==> src/rtl/div_unit.sv <==
// div_unit: multi-cycle radix-2 restoring divider for DIV/DIVU with EX stall request
module div_unit #(
  parameter int DATA_W = 32
) (
  input  logic                clk,
  input  logic                rst_n,
  input  logic                signed_div_i,
  input  logic [DATA_W-1:0]   opdata1_i,
  input  logic [DATA_W-1:0]   opdata2_i,
  input  logic                start_i,
  input  logic                annul_i,
  output logic [2*DATA_W-1:0] result_o,
  output logic                ready_o,
  output logic                stallreq_o
);
  localparam int CNT_W = $clog2(DATA_W) + 1;
  typedef enum logic [1:0] {FREE = 2'd0, BY_ZERO = 2'd1, ON = 2'd2, END = 2'd3} state_e;
  state_e            state_q;
  logic [CNT_W-1:0]  cnt_q;
  logic [DATA_W-1:0] dvd_q, dvs_q, rem_q, quot_q;
  logic              quot_neg_q, rem_neg_q;
  logic              op1_neg, op2_neg;
  logic [DATA_W-1:0] op1_abs, op2_abs, rem_d, quot_d, quot_fix, rem_fix;
  logic [DATA_W:0]   shift_w, diff_w;
  assign stallreq_o = start_i & ~ready_o & ~annul_i;
  // Operand magnitudes, one shift-subtract step, and final sign correction
  always_comb begin
    op1_neg  = signed_div_i & opdata1_i[DATA_W-1];
    op2_neg  = signed_div_i & opdata2_i[DATA_W-1];
    op1_abs  = op1_neg ? -opdata1_i : opdata1_i;
    op2_abs  = op2_neg ? -opdata2_i : opdata2_i;
    shift_w  = {rem_q, dvd_q[DATA_W-1]};
    diff_w   = shift_w - {1'b0, dvs_q};
    rem_d    = diff_w[DATA_W] ? shift_w[DATA_W-1:0] : diff_w[DATA_W-1:0];
    quot_d   = {quot_q[DATA_W-2:0], ~diff_w[DATA_W]};
    quot_fix = quot_neg_q ? -quot_q : quot_q;
    rem_fix  = rem_neg_q ? -rem_q : rem_q;
  end
  // Divider control FSM with registered result and ready
  always_ff @(posedge clk or negedge rst_n) begin
    if (!rst_n) begin
      state_q    <= FREE;
      cnt_q      <= '0;
      dvd_q      <= '0;
      dvs_q      <= '0;
      rem_q      <= '0;
      quot_q     <= '0;
      quot_neg_q <= 1'b0;
      rem_neg_q  <= 1'b0;
      result_o   <= '0;
      ready_o    <= 1'b0;
    end else begin
      case (state_q)
        FREE: begin
          if (start_i && !annul_i) begin
            if (opdata2_i == '0) begin
              state_q <= BY_ZERO;
            end else begin
              dvd_q      <= op1_abs;
              dvs_q      <= op2_abs;
              quot_neg_q <= op1_neg ^ op2_neg;
              rem_neg_q  <= op1_neg;
              cnt_q      <= '0;
              rem_q      <= '0;
              quot_q     <= '0;
              state_q    <= ON;
            end
          end else begin
            result_o <= '0;
            ready_o  <= 1'b0;
          end
        end
        BY_ZERO: begin
          state_q  <= annul_i ? FREE : END;
          result_o <= '0;
          ready_o  <= ~annul_i;
        end
        ON: begin
          if (annul_i) begin
            state_q  <= FREE;
            result_o <= '0;
            ready_o  <= 1'b0;
          end else if (cnt_q != CNT_W'(DATA_W)) begin
            rem_q  <= rem_d;
            quot_q <= quot_d;
            dvd_q  <= dvd_q << 1;
            cnt_q  <= cnt_q + 1'b1;
          end else begin
            result_o <= {rem_fix, quot_fix};
            ready_o  <= 1'b1;
            state_q  <= END;
          end
        end
        END: begin
          if (annul_i || !start_i) begin
            state_q  <= FREE;
            result_o <= '0;
            ready_o  <= 1'b0;
          end
        end
        default: state_q <= FREE;
      endcase
    end
  end
endmodule

==> config.mk <==
export PLATFORM = sky130hd
export DESIGN_NAME = div_unit
export DESIGN_NICKNAME = d
export VERILOG_FILES = /design/src/rtl/div_unit.sv
export SDC_FILE = /design/constraint.sdc
export NUM_CORES = 1
export LEC_CHECK = 0
export BUFFER_PORTS_ARGS = -buffer_cell sky130_fd_sc_hd__clkbuf_2
export CORE_UTILIZATION = 45
export DETAILED_ROUTE_END_ITERATION = 12
export MAX_ROUTING_LAYER = met4
export PLACE_DENSITY = 0.72
export SLEW_MARGIN = 40
export SYNTH_ARGS = -nofsm -noshare
export SYNTH_HDL_FRONTEND = slang
export SYNTH_SLANG_ARGS = --single-unit
==> constraint.sdc <==
create_clock -name clk -period 2.9 [get_ports clk]
set_input_delay 0.435 -clock clk [delete_from_list [all_inputs] [get_ports clk]]
set_output_delay 0.435 -clock clk [all_outputs]
set_load 0.02 [all_outputs]
==> results.json <==
{
  "wl_per_cell_um": 16.0,
  "r2r_end": "rem_q[18]$_DFFE_PN0P_",
  "critPathRequiredTime_ps": 3290,
  "netlist_instances": 1442,
  "syn-num-nets": 1554,
  "synth-edff-count": 0,
  "clockBufferDepth": 3,
  "crit_family": "compound AO/OA/AOI/OAI gates",
  "io_buffers": 134,
  "critPathSlowestCell": "dfrtp_1",
  "final_area_um2": 15400,
  "cts_root_buf": "clkbuf_16",
  "syn_area_um2": 12600,
  "cp-start-kind": "register",
  "ys_top_cells_by_area": "dfrtp_1, o21ai_0, nand2_1",
  "final_nets": 1758,
  "rsz0062_at_grt": "true",
  "place_area_um2": 14300,
  "slew_viol_final": 0,
  "ioPinCount": 135,
  "fp.dieW_um": 169,
  "drtIter0Drc": 780,
  "worst_slack_ps": -54.9,
  "yosysUniqueCellTypes": 72,
  "path_max_fanout": 13,
  "first_global_vias": 10500,
  "vdd_ir_drop_max_mv": 0.484,
  "finalSetupViolations": 4,
  "cp.arrival_ps": 3340,
  "synthAdderAreaFrac_pct": 4.33,
  "grt_pass1_wl_um": 53000,
  "globalRouteOverflowTotal": 0,
  "synth_top_cell_area_share_pct": 40.3,
  "drt-total-wl_um": 32500,
  "fin_skew_ps": 8.87,
  "syn_to_final_growth_pct": 22.5,
  "finalPower_mw": 12.3,
  "antenna_found_initial": 0,
  "yosys_warnings": 0,
  "via_per_inst": 5.51,
  "slew_headroom_pct": 48.8,
  "stdcell_count": 2032,
  "drive_gt1_share_pct": 21.4,
  "grt_usage_pct": 23.1,
  "holdCritPathClass": "input port to register",
  "slowest_delay_ps": 370,
  "cts.clk_slew.worst_paths_ps": 60,
  "antenna_cells": 0,
  "dpl.hpwl_um": 23600,
  "min_delay_path_depth": 3,
  "power-per-cell-area_nw_per_um2": 796,
  "crit_top_cell": "o211ai_1",
  "grt_max_degree": 92,
  "synth_compound_area_share_pct": 22.0,
  "r2r_slack_ps": -50,
  "outcome": "finished, violations left",
  "synthXorXnorAreaFrac_pct": 9.95,
  "core-area_um2": 27200,
  "reg2reg_depth": 12,
  "synth_area_leader_cell": "dfrtp_1",
  "post-synth-top-count-cell": "nand2_1",
  "floorplan.initialDensity_pct": 46.3,
  "critical_path_class": "register to register",
  "period_needed_ps": 2950,
  "synth_top_family_by_area": "compound AO/OA/AOI/OAI gates",
  "num_vias": 11200,
  "worstSkewPairLatency_ps": 510,
  "die_h_um": 169,
  "ys.flop_type": "dfrtp_1",
  "synth_simple_gate_area_share_pct": 17.8,
  "dieArea_um2": 28700,
  "std_cell_rows": 60,
  "placed_cells": 1981,
  "p_leak_nw": 7.21,
  "ant_nets": 0,
  "finalHoldViolCount": 0,
  "synth-seq-cells": 203,
  "drcViolationCount": 0,
  "crit_path_cell_trace": "inv_2, ha_4, fa_2, nand2b_4, a21oi_4, o211ai_1, a31oi_1, o211a_1, o211ai_1, buf_4, buf_6, o311ai_1",
  "fin_util_pct": 56.8,
  "max_cap_violations": 0,
  "violations": "setup timing",
  "timing.fmax_mhz": 338,
  "fin_crit_sh_pct": 102,
  "async_flop_share_pct": 100,
  "end_kind": "register",
  "synth_common_cells": "nand2_1, dfrtp_1, o21ai_0",
  "avgSynthCellArea_um2": 8.73,
  "htree_levels": 1,
  "cts_num_sinks": 203,
  "crit_buf_inv": 3,
  "min_from": "opdata2_i[1]",
  "synthMuxAreaShare_pct": 1.19,
  "cts_tree": "done",
  "hold_ws_ps": 216,
  "ys_seq_area_share_pct": 40.3,
  "timing.rr.start": "dvd_q[31]$_DFFE_PN0P_",
  "fill_cells": 2464,
  "numCtsBuffers": 23,
  "gp_congestion": 0.882,
  "first_pass_iters": 7,
  "tightest_slew_ps": 758,
  "min_to": "dvs_q[1]$_DFFE_PN0P_"
}
==> final cells by class <==
class / count / area [µm²] / share of cell area [%]
tap: 372 / 465 / 3.02
inverter: 57 / 214 / 1.39
multi-input combinational: 1108 / 7240 / 46.9
timing repair buffer: 253 / 1700 / 11.0
clock inverter: 4 / 48.8 / 0.316
sequential: 203 / 5080 / 32.9
clock buffer: 35 / 681 / 4.41
==> how the worst max path moves through the flow <==
stage | from | endpoint | cells after the start
after floorplan | dvd_q[31]$_DFFE_PN0P_ | rem_q[23]$_DFFE_PN0P_ | 12
after global placement | opdata2_i[6] | rem_q[19]$_DFFE_PN0P_ | 10
after detailed placement | dvd_q[31]$_DFFE_PN0P_ | rem_q[0]$_DFFE_PN0P_ | 14
after CTS | dvs_q[0]$_DFFE_PN0P_ | rem_q[19]$_DFFE_PN0P_ | 12
after global routing | dvd_q[31]$_DFFE_PN0P_ | rem_q[18]$_DFFE_PN0P_ | 12
final | dvd_q[31]$_DFFE_PN0P_ | rem_q[18]$_DFFE_PN0P_ | 12
==> metal layers <==
metal  up-vias  wire length (µm)  GRT usage, %
met5         -                 0             -
met4         0               498          4.15
met3        42              1870          2.85
met2       314             14600          36.4
met1      5314             15600          32.4
li1       5528                 -             -
==> state kept, by name, indices dropped and copies added, names as in the netlist <==
register    flops
result_o       64
dvd_q          32
dvs_q          32
quot_q         32
rem_q          32
cnt_q           6
state_q         2
quot_neg_q      1
ready_o         1
rem_neg_q       1
==> layout by cell type, fill, tap and decap left out, types with 9 or more instances in the layout <==
cell type,n
mux2i_1,15
o41ai_1,12
or3_1,13
buf_4,106
a21oi_1,87
a22o_1,33
nand2b_1,17
ha_1,32
a21o_1,13
a31oi_1,10
o21ai_1,16
nand2_1,207
inv_1,52
xnor2_1,58
nor2_1,81
clkbuf_2,133
dfrtp_1,201
o311ai_1,17
o21ai_0,159
nor3_1,22
clkbuf_16,24
o31ai_1,27
nor2b_1,9
xor2_1,85
nand3_1,42
or4_1,18
==> what timing repair did <==
item                       in CTS  in global routing
hold endpoints to repair        0                 12
pin swaps                       7                 17
setup endpoints to repair      16                 32
buffers inserted                4                  6
gates cloned                    2                  1
gates resized for setup        26                 32
hold buffers                    0                  1
==> power by group <==
group	total (mW)	switching [mW]	internal, mW
Combinational	5.75	3.38	2.37
Clock	2.84	1.14	1.69
Sequential	3.69	0.336	3.35
Total	12.3	4.86	7.42
==> stage by stage <==
stage	setup TNS, ps	worst slack, ps
2_1_floorplan	0	96.4
5_1_grt	-1410	-131
6_report	-95.9	-54.9
3_5_place_dp	-160	-39.0
3_3_place_gp	0	1.13
4_1_cts	0	2.71
==> worst min-delay path: cells and delay by family <==
kind	cells	cell delay, ps
AO/OA/AOI/OAI	1	70
buffers and inverters	1	120
AND/OR/NAND/NOR	1	60
==> logic make-up after synthesis <==
| logic type | after synthesis |
|---|---|
| AO/OA/AOI/OAI | 435 |
| XOR/XNOR | 143 |
| adder cells (fa/ha/maj) | 43 |
| buffers and inverters | 131 |
| flip-flops | 203 |
| multiplexers | 15 |
| AND/OR/NAND/NOR | 472 |
(Power assumes the default switching activity.)
